--- src/rtl/lut_config_sequencer.sv ---
// Byte-serial LUT configuration sequencer: assembles one frame, then pulses cen to one target.
// Optional feature macro: LUT_CFG_CHECKSUM_EN (trailing XOR checksum word per frame).
module lut_config_sequencer #(
  parameter int INPUTS      = 4,
  parameter int MEM_SIZE    = 2**INPUTS,
  parameter int CFG_W       = 2*MEM_SIZE,
  parameter int WORD_W      = 8,
  parameter int NUM_TARGETS = 4
) (
  input  logic                   cclk,
  input  logic                   rst,
  input  logic [WORD_W-1:0]      in_data,
  input  logic                   in_valid,
  output logic                   in_ready,
  output logic [CFG_W-1:0]       config_out,
  output logic [NUM_TARGETS-1:0] cen_out,
  output logic                   busy,
  output logic                   done,
  output logic                   err
);
  localparam int NWORDS = CFG_W / WORD_W;
  localparam int IDX_W  = (NUM_TARGETS > 1) ? $clog2(NUM_TARGETS) : 1;
  localparam int CNT_W  = (NWORDS > 1) ? $clog2(NWORDS) : 1;

  typedef enum logic [2:0] {
    S_IDLE,
    S_LOAD,
    S_COMMIT,
    S_DROP
`ifdef LUT_CFG_CHECKSUM_EN
    , S_CHECK
`endif
  } state_t;

  state_t                   r_state;
  state_t                   w_next;
  logic                     w_ready;
  logic                     w_xfer;
  logic                     w_last;
  logic [IDX_W-1:0]         w_hdr_idx;
  logic                     w_hdr_bad;
  logic [IDX_W-1:0]         r_idx;
  logic                     r_bad;
  logic [CNT_W-1:0]         r_cnt;
  logic [CFG_W-1:0]         r_config;
  logic [NUM_TARGETS-1:0]   r_cen;
  logic                     r_busy;
  logic                     r_done;
  logic                     r_err;
`ifdef LUT_CFG_CHECKSUM_EN
  logic [WORD_W-1:0]        r_csum;
`endif

  // With one target there are no index bits; every header addresses target 0.
  assign w_hdr_idx = (NUM_TARGETS == 1) ? '0 : in_data[IDX_W-1:0];
  assign w_hdr_bad = 32'(w_hdr_idx) >= 32'(NUM_TARGETS);
  assign w_xfer    = in_valid & w_ready;
  assign w_last    = (r_cnt == CNT_W'(NWORDS - 1));

  // in_ready depends on state only, so no in_valid -> in_ready path exists.
  always_comb begin
    // NOTE: every always_comb output gets a default first; a missed branch would otherwise infer a latch.
    w_ready = 1'b0;
    case (r_state)
      S_IDLE, S_LOAD: w_ready = 1'b1;
`ifdef LUT_CFG_CHECKSUM_EN
      S_CHECK:        w_ready = 1'b1;
`endif
      default:        w_ready = 1'b0;
    endcase
  end

  always_comb begin
    w_next = r_state;
    case (r_state)
      S_IDLE: if (w_xfer) w_next = S_LOAD;
      S_LOAD: begin
        if (w_xfer && w_last) begin
`ifdef LUT_CFG_CHECKSUM_EN
          w_next = S_CHECK;
`else
          w_next = r_bad ? S_DROP : S_COMMIT;
`endif
        end
      end
`ifdef LUT_CFG_CHECKSUM_EN
      S_CHECK: if (w_xfer) w_next = (!r_bad && (in_data == r_csum)) ? S_COMMIT : S_DROP;
`endif
      S_COMMIT, S_DROP: w_next = S_IDLE;
      default:          w_next = S_IDLE;
    endcase
  end

  // NOTE: sequential state uses non-blocking assignments so every register samples pre-edge values.
  always_ff @(posedge cclk or posedge rst) begin
    if (rst) r_state <= S_IDLE;
    else     r_state <= w_next;
  end

  always_ff @(posedge cclk or posedge rst) begin
    if (rst) begin
      r_idx    <= '0;
      r_bad    <= 1'b0;
      r_cnt    <= '0;
      r_config <= '0;
      r_cen    <= '0;
      r_busy   <= 1'b0;
      r_done   <= 1'b0;
      r_err    <= 1'b0;
`ifdef LUT_CFG_CHECKSUM_EN
      r_csum   <= '0;
`endif
    end else begin
      r_busy <= (w_next != S_IDLE);
      r_done <= (r_state == S_COMMIT);
      r_err  <= (r_state == S_DROP);
      r_cen  <= (w_next == S_COMMIT) ? (NUM_TARGETS'(1) << r_idx) : '0;
      if (r_state == S_IDLE && w_xfer) begin
        r_idx <= w_hdr_idx;
        r_bad <= w_hdr_bad;
        r_cnt <= '0;
`ifdef LUT_CFG_CHECKSUM_EN
        r_csum <= in_data;
`endif
      end
      if (r_state == S_LOAD && w_xfer) begin
        r_config <= (r_config << WORD_W) | CFG_W'(in_data);
        r_cnt    <= r_cnt + CNT_W'(1);
`ifdef LUT_CFG_CHECKSUM_EN
        r_csum   <= r_csum ^ in_data;
`endif
      end
    end
  end

  assign in_ready   = w_ready;
  assign config_out = r_config;
  assign cen_out    = r_cen;
  assign busy       = r_busy;
  assign done       = r_done;
  assign err        = r_err;

endmodule
--- config.mk ---
export PLATFORM = sky130hd
export DESIGN_NAME = lut_config_sequencer
export DESIGN_NICKNAME = d
export VERILOG_FILES = /design/src/rtl/lut_config_sequencer.sv
export SDC_FILE = /design/constraint.sdc
export NUM_CORES = 1
export LEC_CHECK = 0
export BUFFER_PORTS_ARGS = -buffer_cell sky130_fd_sc_hd__buf_2
export CAP_MARGIN = 20
export CORE_MARGIN = 2
export CORE_UTILIZATION = 45
export DETAILED_ROUTE_END_ITERATION = 6
export GPL_TIMING_DRIVEN = 0
export PLACE_DENSITY = 0.84
export REMOVE_ABC_BUFFERS = 1
export SKIP_CTS_REPAIR_TIMING = 1
export SYNTH_ARGS = -nofsm -noshare
export SYNTH_HDL_FRONTEND = slang
export SYNTH_SLANG_ARGS = --single-unit
--- constraint.sdc ---
create_clock -name cclk -period 1.6 [get_ports cclk]
set_input_delay 0.16 -clock cclk [delete_from_list [all_inputs] [get_ports cclk]]
set_output_delay 0.16 -clock cclk [all_outputs]
set_load 0.1 [all_outputs]
* Word-level counts from Yosys, hierarchy flattened
Index checks and enable logic that the tools add are counted.
** Word-level totals
- Flip-flop bits (word level) :: 46
- Output and inout port bits :: 40
** Cells by class
- Add/subtract/negate cells :: 1
- Equality and inequality tests :: 5
- Shift-type cells :: 1
- Multiplexer cells :: 7
- Bitwise logic cells :: 2
- Reduce and logical (&&, ||, !) cells :: 7
** Operators by type and width (count)
- $or A32 B8 Y32 :: 1
- $eq A3 B2 Y1 const B :: 3
- $mux W3 :: 2
- $pmux W3 S2 :: 1
- $mux W2 :: 2
- $mux W4 :: 1
- $shl A1 B2 Y4 const A :: 1
- $eq A3 B1 Y1 const B :: 1
- $logic_and A1 B1 Y1 :: 3
- $logic_not A3 Y1 :: 1
- $reduce_bool A3 Y1 :: 1
- $add A2 B1 Y2 const B :: 1
- $eq A2 B2 Y1 const B :: 1
- $reduce_bool A2 Y1 :: 1
- $reduce_or A2 Y1 :: 1
- $and A1 B1 Y1 :: 1
- $mux W1 :: 1

* Depth between registers and ports, before layout
Gate-level depths: netlist (run 1).
- Depth in word-level cells :: 9
- Mapped depth :: 5
- Gate-level depth less buffers :: 3

* Worst setup path before layout (run 1)
No wires, ideal clock.
- Path type :: register to output
- Start point :: register r_state[1]
- End point :: output port in_ready
- Arrival :: 1784 ps
- Slack :: -344 ps
- Cell stages (with the launch flop) :: 3
- Buffers on the path :: 1
- Cell sequence :: dfrtp_1 clkbuf_2 nor2_1
** On the way
- Longest elaborated chain between the ends :: 3
- Elaborated cells between the ends (all ways) :: 4
- Those cells by class :: eq/ne (1); mux (1); reduce/logical (2)
** Ends and longest elaborated chain
- from (decl) :: line 35 : state_t r_state;
- from (signal assigned) :: line 97 : else r_state <= w_next;
- $eq A3 B1 Y1 or $logic_not A3 Y1 (tied branches) :: line 64 : case (r_state)
- $reduce_or A2 Y1 (*) :: line 64
- $mux W1 (*) :: line 64
- to (decl) :: line 14 : output logic in_ready,
Every way passes the cells marked *; elsewhere a longest branch is shown, timed or not.

* Final worst setup path (run 1)
- Start point :: register r_state[1]
- End point :: register r_config[31], in the netlist config_out[31]
** On the way
- Longest elaborated chain between the ends :: 5
- Elaborated cells between the ends (all ways) :: 6
- Those cells by class :: eq/ne (1); mux (1); bitwise (1); reduce/logical (3)
** Ends and longest elaborated chain
- $eq A3 B1 Y1 or $logic_not A3 Y1 (tied branches) :: line 64, 126
- $reduce_or A2 Y1 :: line 64
- $mux W1 :: line 64
- $and A1 B1 Y1 :: line 57 : assign w_xfer = in_valid & w_ready;
- $logic_and A1 B1 Y1 (*) :: line 126 : if (r_state == S_LOAD && w_xfer) begin
- to (signal assigned) :: line 127 : r_config <= (r_config << WORD_W) | CFG_W'(in_data);
- to (decl) :: line 45 : logic [CFG_W-1:0] r_config;
Marks and branches as above.
A chain may end at the register's enable or synchronous reset.

==> results of run 1 <==
per-stage QoR:
| step | util | std cells |
|---|---|---|
| after floorplan | - | 106 |
| after global placement | 0.545 | 204 |
| after detailed placement | 0.545 | 204 |
| after CTS | 0.570 | 212 |
| after global routing | 0.586 | 215 |
| final | 0.586 | 215 |
worst paths after layout:
path / start / endpoint / slack [ps] / cells past startpoint
setup / recovery: r_state[1] / config_out[31] / 50 / 3
hold / removal: rst / config_out[1] / 50 / 2
setup reg to reg: r_state[1] / config_out[31] / 50 / 3
hold reg to reg: r_cnt[0] / r_cnt[0] / 490 / 1
max in group asynchronous: rst / r_state[2] / 930 / 2
min in group cclk: in_data[7] / config_out[7] / 90 / 2
kinds of logic after synthesis:
group                    count (synthesis)
other                                    1
flip-flops                              46
adder cells (fa/ha/maj)                  1
buffers and inverters                   10
AND/OR/NAND/NOR                         18
multiplexers                            36
cell usage after synthesis (2+ instances only):
library cell   n  share of area
nor2_1         3         0.0064
nor4_1         3          0.011
inv_1          4         0.0085
nor3b_1        2         0.0085
mux2i_1        2          0.011
nor3_1         2         0.0057
mux2_2        34           0.22
nand2_1        2         0.0043
buf_2          3         0.0085
dfrtp_1       46           0.65
per-layer routing:
metal	track usage	routed length, um	vias up
met4	0.0918	68	0
met2	0.268	1720	26
met5	0	0	-
li1	-	-	497
met1	0.157	1160	536
met3	0.0439	153	5
area by class of cell:
class / count / share of cell area
Clock inverter: 1 / 0.00230
Multi-Input combinational cell: 56 / 0.263
Sequential cell: 46 / 0.530
Timing Repair Buffer: 53 / 0.131
Tap cell: 48 / 0.0276
Clock buffer: 7 / 0.0397
Inverter: 4 / 0.00690
critical path, cell delays in order (launching register included):
cell,delay (ps)
dfrtp_1,500
nor4bb_4,340
buf_4,230
mux2_2,360
state kept, by name (all words and copies together) (netlist names):
register / flops
r_cnt: 2
r_idx: 2
err: 1
cen_out: 4
busy: 1
config_out: 32
done: 1
r_state: 3
==> impl_metrics.yaml, run 1 <==
final_layout:
  antennaDiodeCount: 0
  layout_commonest_cell: "buf_2"
  areaGrowthSynthToFinish_pct: 23.4
  fin_area_sq_mm: 0.00218
  nets: 178
  fill_cells: 290
  drive_above_1_share: 0.593
  regArea_sq_mm: 0.00115
  multiInputGateArea_sq_um: 573
  most-common-layout-cells: "buf_2, dfrtp_1, mux2_2"
setup_path:
  worstSetupEndpointType: "flop"
  worst_ep_arrival_time_ps: 1720
  required_ps: 1780
  critPathKind: "reg -> reg"
  cp_max_fo: 9
  cp-start-kind: "flop"
global_route:
  antenna_found_initial: 0
  grt_pass1_vias: 1060
  grt_start_max_net_pins: 47
  grt_overflow: 0
  grt_usage: 0.151
  grt_pass1_wl_um: 4750
timing:
  max_freq_ghz: 0.647
  hold_viol_final: 0
  period_share: 0.966
  worst_pin_slew_ps: 903
  finalSetupViolCount: 0
  fin_worst_skew_ps: 7.07
  maxSlewViolCount: 0
  period_minus_slack_ps: 1550
  grt_setup_unrepaired: "no"
  timing.final.ws_setup_ps: 53.7
  fin_tns_setup_ps: 0
  fin_hold_ws_ps: 51.6
  relSlewSlack: 0.397
placed_design:
  dp_slack_ps: -605
  place_area_sq_mm: 0.00203
  place.detailed.hpwl_um: 2150
  gp_congestion: 0.729
  portBuffers: 50
synthesis:
  synth_edf_count: 0
  yosys.area_share.simple: 0.0745
  synth_cells: 112
  synth-xor-area-share: 0
  synth_flop_cell: "dfrtp_1"
  synth_top_family_by_area: "multiplexers"
  synth_cell_types: 21
  synth-seq-cells: 46
  netlist_area_sq_mm: 0.00176
  muxShareOfSynthArea: 0.229
  yosysWarnings: 0
  synthArstFlopShare: 1.00
  synth_compound_area_frac: 0
  ys_seq_area_frac: 0.653
  synth_fa_ha_area_frac: 0.00710
  synth_area_per_cell_sq_um: 15.7
clock_tree:
  clkTransAtPathRegs_ps: 80
  cts_tree: "done"
  clockBufferDepth: 2
  cts_sinks: 46
  cts_max_level: 2
  clock_latency_ps: 300
  root_buffer: "clkbuf_8"
  cts_made_buffers: 5
die:
  die_x_um: 66.6
  core-area_sq_mm: 0.00372
  pin_count: 51
  fp-row-count: 22
  initial_core_util: 0.474
  die-area_sq_mm: 0.00443
  die_h_um: 66.6
flow_run:
  max_cap_viol_count: 0
route:
  drt-vias-per-instance: 4.95
  routed_wl_um: 3100
  vias: 1064
  wl_per_cell_um: 14.4
  antenna_left: 0
  first_pass_iters: 2
  post-route-drc-count: 0
  drt-initial-drc-count: 69
run_status:
  status: "finished clean"
min_path:
  hold_class: "in -> async"
Power of run 1 is not shown: default switching activity piles up to over one toggle a cycle in this logic, so the estimate is an artifact.
==> run 2, diff against run 1 <==
CELL_PAD_IN_SITES_DETAIL_PLACEMENT = 1   (was unset)
CELL_PAD_IN_SITES_GLOBAL_PLACEMENT = 1   (was unset)
CORE_UTILIZATION = 37   (was 45)
==> run 2 against run 1 <==
Net effect: critical path depth unchanged; sequential share of layout area fell by 1.4 points; cell count is 2.8% higher; cell area rose by 2.9%; first-iteration DRC count fell by 17%; count of clock-buffer cells in the layout decreased by 1; wire length rose by 18%.
==> impl_metrics.yaml, run 2 (synthesis results as in run 1) <==
timing:
  period_share: 0.979
  fin_tns_setup_ps: 0
  hold_viol_final: 0
  timing.final.ws_setup_ps: 33.7
  relSlewSlack: 0.377
  period_minus_slack_ps: 1570
  finalSetupViolCount: 0
  fin_worst_skew_ps: 5.64
  maxSlewViolCount: 0
  worst_pin_slew_ps: 934
  max_freq_ghz: 0.638
global_route:
  grt_pass1_wl_um: 5680
  antenna_found_initial: 0
  grt_overflow: 0
  grt_pass1_vias: 1183
  grt_start_max_net_pins: 47
  grt_usage: 0.143
route:
  vias: 1095
  drt-initial-drc-count: 57
  drt-vias-per-instance: 4.95
  antenna_left: 0
  wl_per_cell_um: 16.5
  post-route-drc-count: 0
  routed_wl_um: 3650
  first_pass_iters: 2
final_layout:
  final_cells: 221
  fin_area_sq_mm: 0.00224
  multiInputGateArea_sq_um: 573
  most-common-layout-cells: "buf_2, dfrtp_1, mux2_2"
  nets: 178
  areaGrowthSynthToFinish_pct: 27.0
  regArea_sq_mm: 0.00115
  fill_cells: 492
  drive_above_1_share: 0.605
  layout_commonest_cell: "buf_2"
  antennaDiodeCount: 0
  largest_reg_flops: 32
die:
  pin_count: 51
  fp-row-count: 25
  core-area_sq_mm: 0.00466
  die_h_um: 73.0
  initial_core_util: 0.378
  die-area_sq_mm: 0.00533
  die_x_um: 73.0
clock_tree:
  clkTransAtPathRegs_ps: 80
  cts_made_buffers: 5
  clockBufferDepth: 2
  cts_tree: "done"
  clock_latency_ps: 300
  root_buffer: "clkbuf_8"
  cts_sinks: 46
  cts_max_level: 2
placed_design:
  dp_slack_ps: -479
  portBuffers: 50
  dp.cells: 211
  place.detailed.hpwl_um: 2530
  gp_congestion: 0.712
  place_area_sq_mm: 0.00205
setup_path:
  r2r_slack_ps: 30
  cp_max_fo: 8
  required_ps: 1780
  reg2reg_from: "r_state[0]"
  worst_ep_arrival_time_ps: 1750
  worstSetupEndpointType: "flop"
  cp-startpoint: "r_state[0]"
  reg2reg_to: "config_out[22]"
  critPathKind: "reg -> reg"
  endpoint: "config_out[22]"
  cp-start-kind: "flop"
  reg2reg_depth: 3
run_status:
  status: "finished clean"
flow_run:
  max_cap_viol_count: 0
min_path:
  hold_class: "in -> async"
## run 2: cell types whose count changed in the layout (fill, tap and decap cells not counted)
cell       delta
bufinv_16     +2
dfrtp_1       -1
clkbuf_1      -1
buf_2         -1
clkinv_2      -1
clkbuf_4      +1
dfrtp_2       +1
## run 2: cell type report
type | instances | share of cell area
clock buffer | 6 | 0.0369
sequential | 46 | 0.515
inverter | 4 | 0.00671
multi-input combinational | 56 | 0.256
timing repair buffer | 53 | 0.128
tap | 54 | 0.0302
clock inverter | 2 | 0.0268
## run 2: worst min-delay path by stage
| stage | start | endpoint | slack, ps | cells past startpoint |
|---|---|---|---|---|
| 5_1_grt | in_data[6] | config_out[6] | 90 | 2 |
| 3_3_place_gp | in_data[6] | config_out[6] | 390 | 2 |
| 3_5_place_dp | in_data[3] | config_out[3] | 390 | 2 |
| 2_1_floorplan | in_data[0] | config_out[0] | 310 | 1 |
| 4_1_cts | in_data[3] | config_out[3] | 80 | 2 |
| 6_report | rst | config_out[11] | 70 | 2 |
## run 2: critical path, stage by stage, from the launching register on
cell	delay (ps)
dfrtp_1	550
nor4bb_4	310
buf_4	240
mux2_2	350
## run 2: layer usage
| metal | GRT usage | share of wire | vias to the layer above |
|---|---|---|---|
| li1 | - | - | 496 |
| met1 | 0.153 | 0.38 | 558 |
| met2 | 0.261 | 0.55 | 35 |
| met3 | 0.0387 | 0.050 | 6 |
| met4 | 0.0617 | 0.015 | 0 |
| met5 | 0 | 0 | - |
## run 2: through the flow
stage	util	hold slack, ps
global placement	0.437	391
CTS	0.470	75.8
floorplan	-	311
global route	0.480	89.7
finish	0.480	65.8
detailed placement	0.440	395
Power of run 2 is left out for the same reason.
